### src/rtl/correlator_xor_search.sv
// correlator_xor_search
//   Binary-frame XOR correlator. For each offset (x,y) it computes the
//   Hamming distance between a fixed reference window at (MARGIN,MARGIN)
//   and a current-frame window at (x,y). Both frames live in a single-port
//   BRAM, one frame row per word. In search mode it sweeps a rectangle of
//   offsets and keeps the minimum sum and the offset where it occurred.
// Ports
//   clk, reset      clock, asynchronous active-high reset
//   go              start pulse, sampled only in IDLE
//   mode            0 = single offset, 1 = search sweep
//   x_offset/y_offset  single offset, or sweep origin
//   span            sweep extent per axis (origin..origin+span, clipped)
//   curr_frame_sel  0: current=frame0, reference=frame1; 1: swapped
//   bram_addr/bram_data  read port, data valid one cycle after address
//   corr_sum        sum of the most recently finished offset
//   best_sum/best_x/best_y  minimum sum and its offset
//   busy, done      busy from go acceptance to done; done is a 1-cycle pulse
module correlator_xor_search #(
   parameter int DATA_W      = 128,
   parameter int ADDR_W      = 9,
   parameter int FRAME_WORDS = 128,
   parameter int MARGIN      = 32,
   parameter int WIN_W       = 64,
   parameter int WIN_H       = 64,
   parameter int OFF_W       = 6,
   parameter int SUM_W       = 16
) (
   input  logic              clk,
   input  logic              reset,
   input  logic              go,
   input  logic              mode,
   input  logic [OFF_W-1:0]  x_offset,
   input  logic [OFF_W-1:0]  y_offset,
   input  logic [OFF_W-1:0]  span,
   input  logic              curr_frame_sel,
   output logic [ADDR_W-1:0] bram_addr,
   input  logic [DATA_W-1:0] bram_data,
   output logic [SUM_W-1:0]  corr_sum,
   output logic [SUM_W-1:0]  best_sum,
   output logic [OFF_W-1:0]  best_x,
   output logic [OFF_W-1:0]  best_y,
   output logic              busy,
   output logic              done
);
   localparam int ROW_W  = (WIN_H > 1) ? $clog2(WIN_H) : 1;
   localparam int STAGES = 3;

   typedef enum logic [1:0] {IDLE, RUN, DRAIN, FINISH} state_t;

   // Travels with each read through the pipeline.
   typedef struct packed {
      logic             cur;       // 1 = current-frame row, 0 = reference row
      logic             last_row;  // last row of this offset
      logic             last_all;  // last row of the whole operation
      logic [OFF_W-1:0] x;
      logic [OFF_W-1:0] y;
   } tag_t;

   state_t state_q, state_d;

   // latched request
   logic             sel_q;
   logic [OFF_W-1:0] x0_q, xend_q, yend_q;
   // read sequencer: describes the read currently on bram_addr
   logic             ph_q;
   logic [ROW_W-1:0] row_q;
   logic [OFF_W-1:0] ox_q, oy_q;

   logic [STAGES:0]  vld_pipe;
   tag_t             tag0, tag1, tag2, tag3;
   logic [DATA_W-1:0] ref_q, cur_q;
   logic [SUM_W-1:0] pop_q, acc_q;

   function automatic logic [ADDR_W-1:0] ref_addr(input logic sel, input logic [ROW_W-1:0] r);
      return (sel ? ADDR_W'(0) : ADDR_W'(FRAME_WORDS)) + ADDR_W'(MARGIN) + ADDR_W'(r);
   endfunction

   function automatic logic [ADDR_W-1:0] cur_addr(input logic sel, input logic [OFF_W-1:0] y,
                                                  input logic [ROW_W-1:0] r);
      return (sel ? ADDR_W'(FRAME_WORDS) : ADDR_W'(0)) + ADDR_W'(y) + ADDR_W'(r);
   endfunction

   function automatic logic [SUM_W-1:0] popcount(input logic [WIN_W-1:0] v);
      logic [SUM_W-1:0] n;
      n = '0;
      for (int i = 0; i < WIN_W; i++) n = n + SUM_W'(v[i]);
      return n;
   endfunction

   // sweep end per axis, clipped at the top of the offset range (no wrap)
   logic [OFF_W:0]   xsum, ysum;
   logic [OFF_W-1:0] x_end, y_end;
   always_comb begin
      xsum  = {1'b0, x_offset} + {1'b0, (mode ? span : {OFF_W{1'b0}})};
      ysum  = {1'b0, y_offset} + {1'b0, (mode ? span : {OFF_W{1'b0}})};
      x_end = xsum[OFF_W] ? {OFF_W{1'b1}} : xsum[OFF_W-1:0];
      y_end = ysum[OFF_W] ? {OFF_W{1'b1}} : ysum[OFF_W-1:0];
   end

   // next read after the one on the bus: ref -> cur same row -> ref next row ...
   logic             last_row, all_last, go_acc, run_adv;
   logic             n_ph;
   logic [ROW_W-1:0] n_row;
   logic [OFF_W-1:0] n_ox, n_oy;
   always_comb begin
      last_row = (row_q == ROW_W'(WIN_H-1));
      all_last = ph_q && last_row && (ox_q == xend_q) && (oy_q == yend_q);
      n_ph  = ~ph_q;
      n_row = row_q;
      n_ox  = ox_q;
      n_oy  = oy_q;
      if (ph_q) begin
         if (last_row) begin
            n_row = '0;
            if (ox_q == xend_q) begin
               n_ox = x0_q;
               n_oy = oy_q + 1'b1;
            end else begin
               n_ox = ox_q + 1'b1;
            end
         end else begin
            n_row = row_q + 1'b1;
         end
      end
      go_acc  = (state_q == IDLE) && go;
      run_adv = (state_q == RUN) && !all_last;
   end

   // window extract + XOR
   logic [DATA_W-1:0] cur_sh;
   logic [WIN_W-1:0]  diff;
   always_comb begin
      cur_sh = cur_q >> tag2.x;
      diff   = ref_q[MARGIN +: WIN_W] ^ cur_sh[WIN_W-1:0];
   end

   logic [SUM_W-1:0] acc_sum;
   logic             acc_fin;
   always_comb begin
      acc_sum = acc_q + pop_q;
      acc_fin = vld_pipe[3] && tag3.last_all;
   end

   // FSM
   always_ff @(posedge clk or posedge reset) begin
      if (reset) state_q <= IDLE;
      else       state_q <= state_d;
   end

   always_comb begin
      state_d = state_q;
      busy    = 1'b0;
      done    = 1'b0;
      case (state_q)
         IDLE:   if (go) state_d = RUN;
         RUN: begin
            busy = 1'b1;
            if (all_last) state_d = DRAIN;
         end
         DRAIN: begin
            busy = 1'b1;
            if (acc_fin) state_d = FINISH;
         end
         FINISH: begin
            done    = 1'b1;
            state_d = IDLE;
         end
         default: state_d = IDLE;
      endcase
   end

   // sequencer + datapath
   always_ff @(posedge clk or posedge reset) begin
      if (reset) begin
         sel_q     <= 1'b0;
         x0_q      <= '0;
         xend_q    <= '0;
         yend_q    <= '0;
         ph_q      <= 1'b0;
         row_q     <= '0;
         ox_q      <= '0;
         oy_q      <= '0;
         bram_addr <= '0;
         vld_pipe  <= '0;
         tag0      <= '0;
         tag1      <= '0;
         tag2      <= '0;
         tag3      <= '0;
         ref_q     <= '0;
         cur_q     <= '0;
         pop_q     <= '0;
         acc_q     <= '0;
         corr_sum  <= '0;
         best_sum  <= '1;
         best_x    <= '0;
         best_y    <= '0;
      end else begin
         vld_pipe[0] <= go_acc || run_adv;
         if (go_acc) begin
            // the first reference read goes out on the accept edge itself
            sel_q     <= curr_frame_sel;
            x0_q      <= x_offset;
            xend_q    <= x_end;
            yend_q    <= y_end;
            ph_q      <= 1'b0;
            row_q     <= '0;
            ox_q      <= x_offset;
            oy_q      <= y_offset;
            bram_addr <= ref_addr(curr_frame_sel, '0);
            tag0      <= '{cur: 1'b0, last_row: 1'b0, last_all: 1'b0, x: x_offset, y: y_offset};
            best_sum  <= '1;
         end else if (run_adv) begin
            ph_q      <= n_ph;
            row_q     <= n_row;
            ox_q      <= n_ox;
            oy_q      <= n_oy;
            bram_addr <= n_ph ? cur_addr(sel_q, n_oy, n_row) : ref_addr(sel_q, n_row);
            tag0      <= '{cur: n_ph, last_row: (n_row == ROW_W'(WIN_H-1)),
                           last_all: n_ph && (n_row == ROW_W'(WIN_H-1)) && (n_ox == xend_q) && (n_oy == yend_q),
                           x: n_ox, y: n_oy};
         end

         // data on the bus
         vld_pipe[1] <= vld_pipe[0];
         tag1        <= tag0;

         // capture; a pair completes when its current row arrives
         if (vld_pipe[1]) begin
            if (tag1.cur) cur_q <= bram_data;
            else          ref_q <= bram_data;
         end
         vld_pipe[2] <= vld_pipe[1] && tag1.cur;
         tag2        <= tag1;

         // XOR + popcount
         vld_pipe[3] <= vld_pipe[2];
         tag3        <= tag2;
         pop_q       <= popcount(diff);

         // accumulate; offsets follow each other without a bubble
         if (vld_pipe[3]) begin
            if (tag3.last_row) begin
               acc_q    <= '0;
               corr_sum <= acc_sum;
               if (acc_sum < best_sum && !go_acc) begin
                  best_sum <= acc_sum;
                  best_x   <= tag3.x;
                  best_y   <= tag3.y;
               end
            end else begin
               acc_q <= acc_sum;
            end
         end
      end
   end
endmodule

### config.mk
export PLATFORM = sky130hd
export DESIGN_NAME = correlator_xor_search
export DESIGN_NICKNAME = d
export VERILOG_FILES = /design/src/rtl/correlator_xor_search.sv
export SDC_FILE = /design/constraint.sdc
export NUM_CORES = 1
export LEC_CHECK = 0
export BUFFER_PORTS_ARGS = -buffer_cell sky130_fd_sc_hd__buf_2
export CORE_MARGIN = 2
export CORE_UTILIZATION = 65
export DETAILED_ROUTE_END_ITERATION = 6
export PLACE_DENSITY = 0.86
export SYNTH_ARGS = -nofsm -noshare
export SYNTH_HDL_FRONTEND = slang
export SYNTH_SLANG_ARGS = --single-unit
### constraint.sdc
create_clock -name clk -period 26.7 [get_ports clk]
set_input_delay 1.335 -clock clk [delete_from_list [all_inputs] [get_ports clk]]
set_output_delay 1.335 -clock clk [all_outputs]
set_load 0.03 [all_outputs]
# ---- Yosys cells after proc, flatten, opt, wreduce, memory -nomap -nowiden
# Cells that the tools add are included.
dict set report op_classes {
  add_sub_neg 74
  n_lt_le_gt_ge 1
  eq_ne 12
  shift 1
  mux 38
  bitwise_logic 3
  reduce_logical 22
}
# op count
set ops {}
lappend ops {{$add 16x1->16} 48}
lappend ops {{$shr 128x6->64} 1}
lappend ops {{$mux 6} 17}
lappend ops {{$mux 16} 5}
lappend ops {{$xor 64x64->64} 1}
lappend ops {{$mux 15} 2}
lappend ops {{$mux 9} 3}
lappend ops {{$eq 6x6->1} 4}
lappend ops {{$mux 8} 3}
lappend ops {{$add 6x1->6 const B} 3}
lappend ops {{$add 8x6->9 const B} 2}
lappend ops {{$add 9x6->9} 2}
lappend ops {{$add 15x1->16} 1}
lappend ops {{$add 16x16->16} 1}
lappend ops {{$lt 16x16->1} 1}
lappend ops {{$add 14x1->15} 1}
lappend ops {{$add 13x1->14} 1}
lappend ops {{$add 6x6->7} 2}
lappend ops {{$add 12x1->13} 1}
lappend ops {{$add 11x1->12} 1}
lappend ops {{$eq 6x6->1 const B} 2}
lappend ops {{$add 10x1->11} 1}
lappend ops {{$logic_and 1x1->1} 11}
lappend ops {{$add 9x1->10} 1}
lappend ops {{other kinds (23)} 36}
dict set report totals {
  ff_bits 411
  input_bits 151
  output_inout_bits 55
  wordCells 188
}

# ---- Depth between registers and ports, before layout
dict set report logic_depth {
  ltp_word 65
  mapped_depth 33
  ltp_nobuf 29
}

# ---- Worst setup path after synthesis
# Ideal clock, no wire load.
dict set report synth_timing {
  path_kind {reg2reg}
  startpoint {reg tag2[7] (netlist name)}
  endpoint {reg pop_q[6]}
  setup_ns 0.078
  arrival_ns 7.435
  required_time_ns 26.622
  setup_slack_ns 19.187
  path_stages_with_launch 33
  path_buffers 4
  synth_period_minus_slack_ns 7.513
  cell_sequence {dfrtp_1 buf_2 buf_2 buf_2 buf_2 mux4_2 mux2_2 o211ai_2 o211ai_1 o21ai_1 xnor2_1 fa_1 inv_1 fa_1 inv_1 fa_1 inv_1 fa_1 inv_1 fa_1 inv_1 fa_1 fa_1 fa_1 inv_1 ha_1 inv_1 fa_1 inv_1 a21oi_1 o21bai_1 a21oi_1 o21bai_1}
}
dict set report synth_between {
  elab_chain_cells 65
}
# item line
set synth_rtl {}
lappend synth_rtl {{start, declared} 70} ;# tag_t tag0, tag1, tag2, tag3;
lappend synth_rtl {{start signal, assigned} 233} ;# tag2 <= tag1;
lappend synth_rtl {{$shr 128x6->64 (*)} 133} ;# cur_sh = cur_q >> tag2.x;
lappend synth_rtl {{$xor 64x64->64 (*)} 134} ;# diff = ref_q[MARGIN +: WIN_W] ^ cur_sh[WIN_W-1:0];
lappend synth_rtl {{$add 1x1->2} 86} ;# for (int i = 0; i < WIN_W; i++) n = n + SUM_W'(v[i]);
lappend synth_rtl {{$add 2x1->3} 86}
lappend synth_rtl {{$add 3x1->4} 86}
lappend synth_rtl {{$add 4x1->5} 86}
lappend synth_rtl {{$add 5x1->6} 86}
lappend synth_rtl {{$add 6x1->7} 86}
lappend synth_rtl {{[... 3 more ...]} -}
lappend synth_rtl {{$add 10x1->11} 86}
lappend synth_rtl {{$add 11x1->12} 86}
lappend synth_rtl {{$add 12x1->13} 86}
lappend synth_rtl {{$add 13x1->14} 86}
lappend synth_rtl {{$add 14x1->15} 86}
lappend synth_rtl {{$add 15x1->16} 86}
lappend synth_rtl {{$add 16x1->16 (47 in series)} 86}
lappend synth_rtl {{$add 16x1->16 (*)} 86}
lappend synth_rtl {{end signal, assigned} 238} ;# pop_q <= popcount(diff);
lappend synth_rtl {{end, declared} 72} ;# logic [SUM_W-1:0] pop_q, acc_q;
# Every way passes the cells marked *; elsewhere a longest branch is shown, timed or not.
# A chain may end at the register's enable or synchronous reset.

# ---- Worst setup path after layout
dict set report layout_timing {
  startpoint {reg tag2[6] (netlist name)}
  endpoint {reg pop_q[6]}
}
# The elaborated chain is that of the path after synthesis.

==> impl_metrics.toml <==
[worst_setup_path]
cp.required_ps = 27180
crit_top_cell = "fa_1"
path_max_fanout = 47
crit_arrival_ps = 9780
crit_type = "flip-flop to flip-flop"
slowest_stage = "buf_4"
cpPeakStageDelay_ps = 740
startpoint_type = "flip-flop"
cp-end-kind = "flip-flop"

[clock_network]
cts_resized = 0
cts_buffers = 38
post-cts-setup-buffers = 0
ctsRootBufferMaster = "clkbuf_16"
cts_sinks = 355
cts_tree = "built"
clkTransAtPathRegs_ps = 60
postCtsHoldBufs = 0
cts_buffer_depth = 3
clk-insertion-delay-late_ps = 560
htreeDepth = 2

[place]
io_buffers = 203
dp_hpwl_mm = 46.6
gp_congestion = 1.01

[global_route]
grt_pass1_wl_mm = 98.0
grt_antenna_before_repair = 8
overflow = 0
track_usage_pct = 32.8
grt_pass1_vias = 17300
grt_max_degree = 139

[detailed_routing]
wl_per_cell_um = 23.6
via_per_inst = 6.43
first_iter_violations = 1736
drtAntennaViolNets = 0
vias = 17300
drc = 0
drt-total-wl_mm = 63.5
drt-pass1-iter-count = 5

[sta]
slew_viol_final = 0
finalSetupViolCount = 0
fmax_mhz = 108
skew_ps = 13.0
whs_ps = 335
hold_viol = 0
period_needed_ps = 9290
setup_tns_ps = 0
max_slew_margin_pct = 23.6
worstMarginPinSlew_ps = 1140
rsz0062_at_grt = "false"
post-route-period-util_pct = 34.8

[flow_run]
cap_viol_max_count = 0

[logic_synthesis]
async_reset_ff_share_pct = 100
ys_ff_latch = 355
synthDistinctLibCells = 68
netlist_area_um2 = 24500
synth_area_per_cell_um2 = 12.2
synth_edf_count = 0
synth_fp_nets = 2289
netlist_instances = 2017
ys_seq_area_share_pct = 36.3
yosys_warnings = 0
synth_flop_cell = "dfrtp_1"

[die]
die_h_um = 198
ios = 206
core_um2 = 37400
die-area_um2 = 39300
initial_core_util_pct = 65.5
rows = 71
die_w_um = 198

[cells_and_area]
area_growth_pct = 9.74
layout-drive-gt1-share_pct = 36.7
n_fill_cell = 2533
final_util_pct = 71.9
layout.nets = 2414
layout_commonest_cell = "dfrtp_1"
multiInputGateArea_um2 = 14500
seqCellArea_um2 = 8920
layout_common_cells = "dfrtp_1, mux2_2, buf_2"

[worst_hold_path]
hold_path_class = "flip-flop to flip-flop"

[outcome]
outcome = "complete, no violations"
-- layout make-up --
cell class | instances | share of cell area (%)
multi-input combinational | 1393 | 53.8
sequential | 355 | 33.2
timing repair buffer | 219 | 4.22
clock buffer | 59 | 4.13
tap | 511 | 2.38
inverter | 135 | 1.92
clock inverter | 9 | 0.302
antenna | 8 | 0.0744
-- final timing paths --
| kind | startpoint | end | slack [ps] | cells after the start |
|---|---|---|---|---|
| max in group asynchronous | reset | cur_q[112]$_DFFE_PP0P_ | 23330 | 4 |
| min reg2reg | tag1[8]$_DFF_PP0_ | tag2[8]$_DFF_PP0_ | 330 | 0 |
| max | tag2[6]$_DFF_PP0_ | pop_q[6]$_DFF_PP0_ | 17410 | 28 |
| min in group asynchronous | reset | best_y[5]$_DFFE_PP0P_ | 980 | 2 |
| min | tag1[8]$_DFF_PP0_ | tag2[8]$_DFF_PP0_ | 330 | 0 |
| max reg2reg | tag2[6]$_DFF_PP0_ | pop_q[6]$_DFF_PP0_ | 17410 | 28 |
-- cell usage after synthesis, drive strengths merged (3+ instances only) --
library cell  number  area share (%)
and3               6            0.15
and4               3            0.11
a31oi             10            0.26
buf               56             1.4
nand2b            13            0.33
xnor2             63             2.3
fa                58             4.7
mux2i            140             5.7
inv              135             2.1
dfstp             16             1.7
dfrtp            339              35
nand2            102             1.6
o21a               3           0.092
a211oi             8            0.25
a21o              14            0.43
nor3               9            0.20
nor4               7            0.20
nand4              5            0.13
xor2              61             2.2
ha                63             3.2
o21ai             82             1.7
a21oi             60             1.3
mux4             146              13
nand3             13            0.29
clkbuf            78             1.2
o22a               9            0.32
and2               8            0.20
nor2b              7            0.18
mux2             340              16
o21bai             6            0.18
o211ai            38             1.3
o22ai             13            0.33
nor2              78             1.2
-- worst max-delay path: cells and delay by family (launching register included) --
family / cells / cell delay (ps)
AO/OA/AOI/OAI: 5 / 920
XOR/XNOR: 1 / 180
adder cells (fa/ha/maj): 10 / 4730
buffers and inverters: 7 / 1120
flip-flops: 1 / 660
multiplexers: 4 / 1510
AND/OR/NAND/NOR: 1 / 50
-- per-stage QoR --
stage / setup slack, ps / area, um2 / std cells
6_report: 17410 / 26900 / 2689
2_1_floorplan: 15540 / 24500 / 2017
5_1_grt: 16900 / 26900 / 2689
3_3_place_gp: 17640 / 25700 / 2613
3_5_place_dp: 17500 / 25700 / 2613
4_1_cts: 17430 / 26900 / 2681
-- cell families after synthesis --
group                      after synthesis  share of synthesized area [%]
DFF                                    355                           36.3
buffers and inverters                  269                           4.70
muxes                                  626                           34.8
xor gates and xnor gates               125                           4.52
adders and majority gates              121                           7.95
and+or+nand+nor                        260                           4.84
AOI/OAI and AO/OA                      260                           6.86
other                                    1                         0.0153
-- flip-flops by register name (all words and copies together), names as in the netlist, 7 cells and up --
signal     cells
tag1          15
corr_sum      16
tag2          14
bram_addr      8
ref_q         64
tag3          14
acc_q         16
cur_q        127
best_sum      16
pop_q          7
-- metal layers --
metal / share of wire [%] / vias up / global-route usage [%]
met5: 0 / - / 0
met4: 2.0 / 0 / 8.27
met3: 7.6 / 92 / 4.46
met2: 48 / 756 / 51.1
met1: 43 / 8851 / 49.1
li1: - / 7585 / -
Power is left out: the tool's default activity adds up to more than one toggle a clock period on the data nets, which glitch-free logic cannot reach.
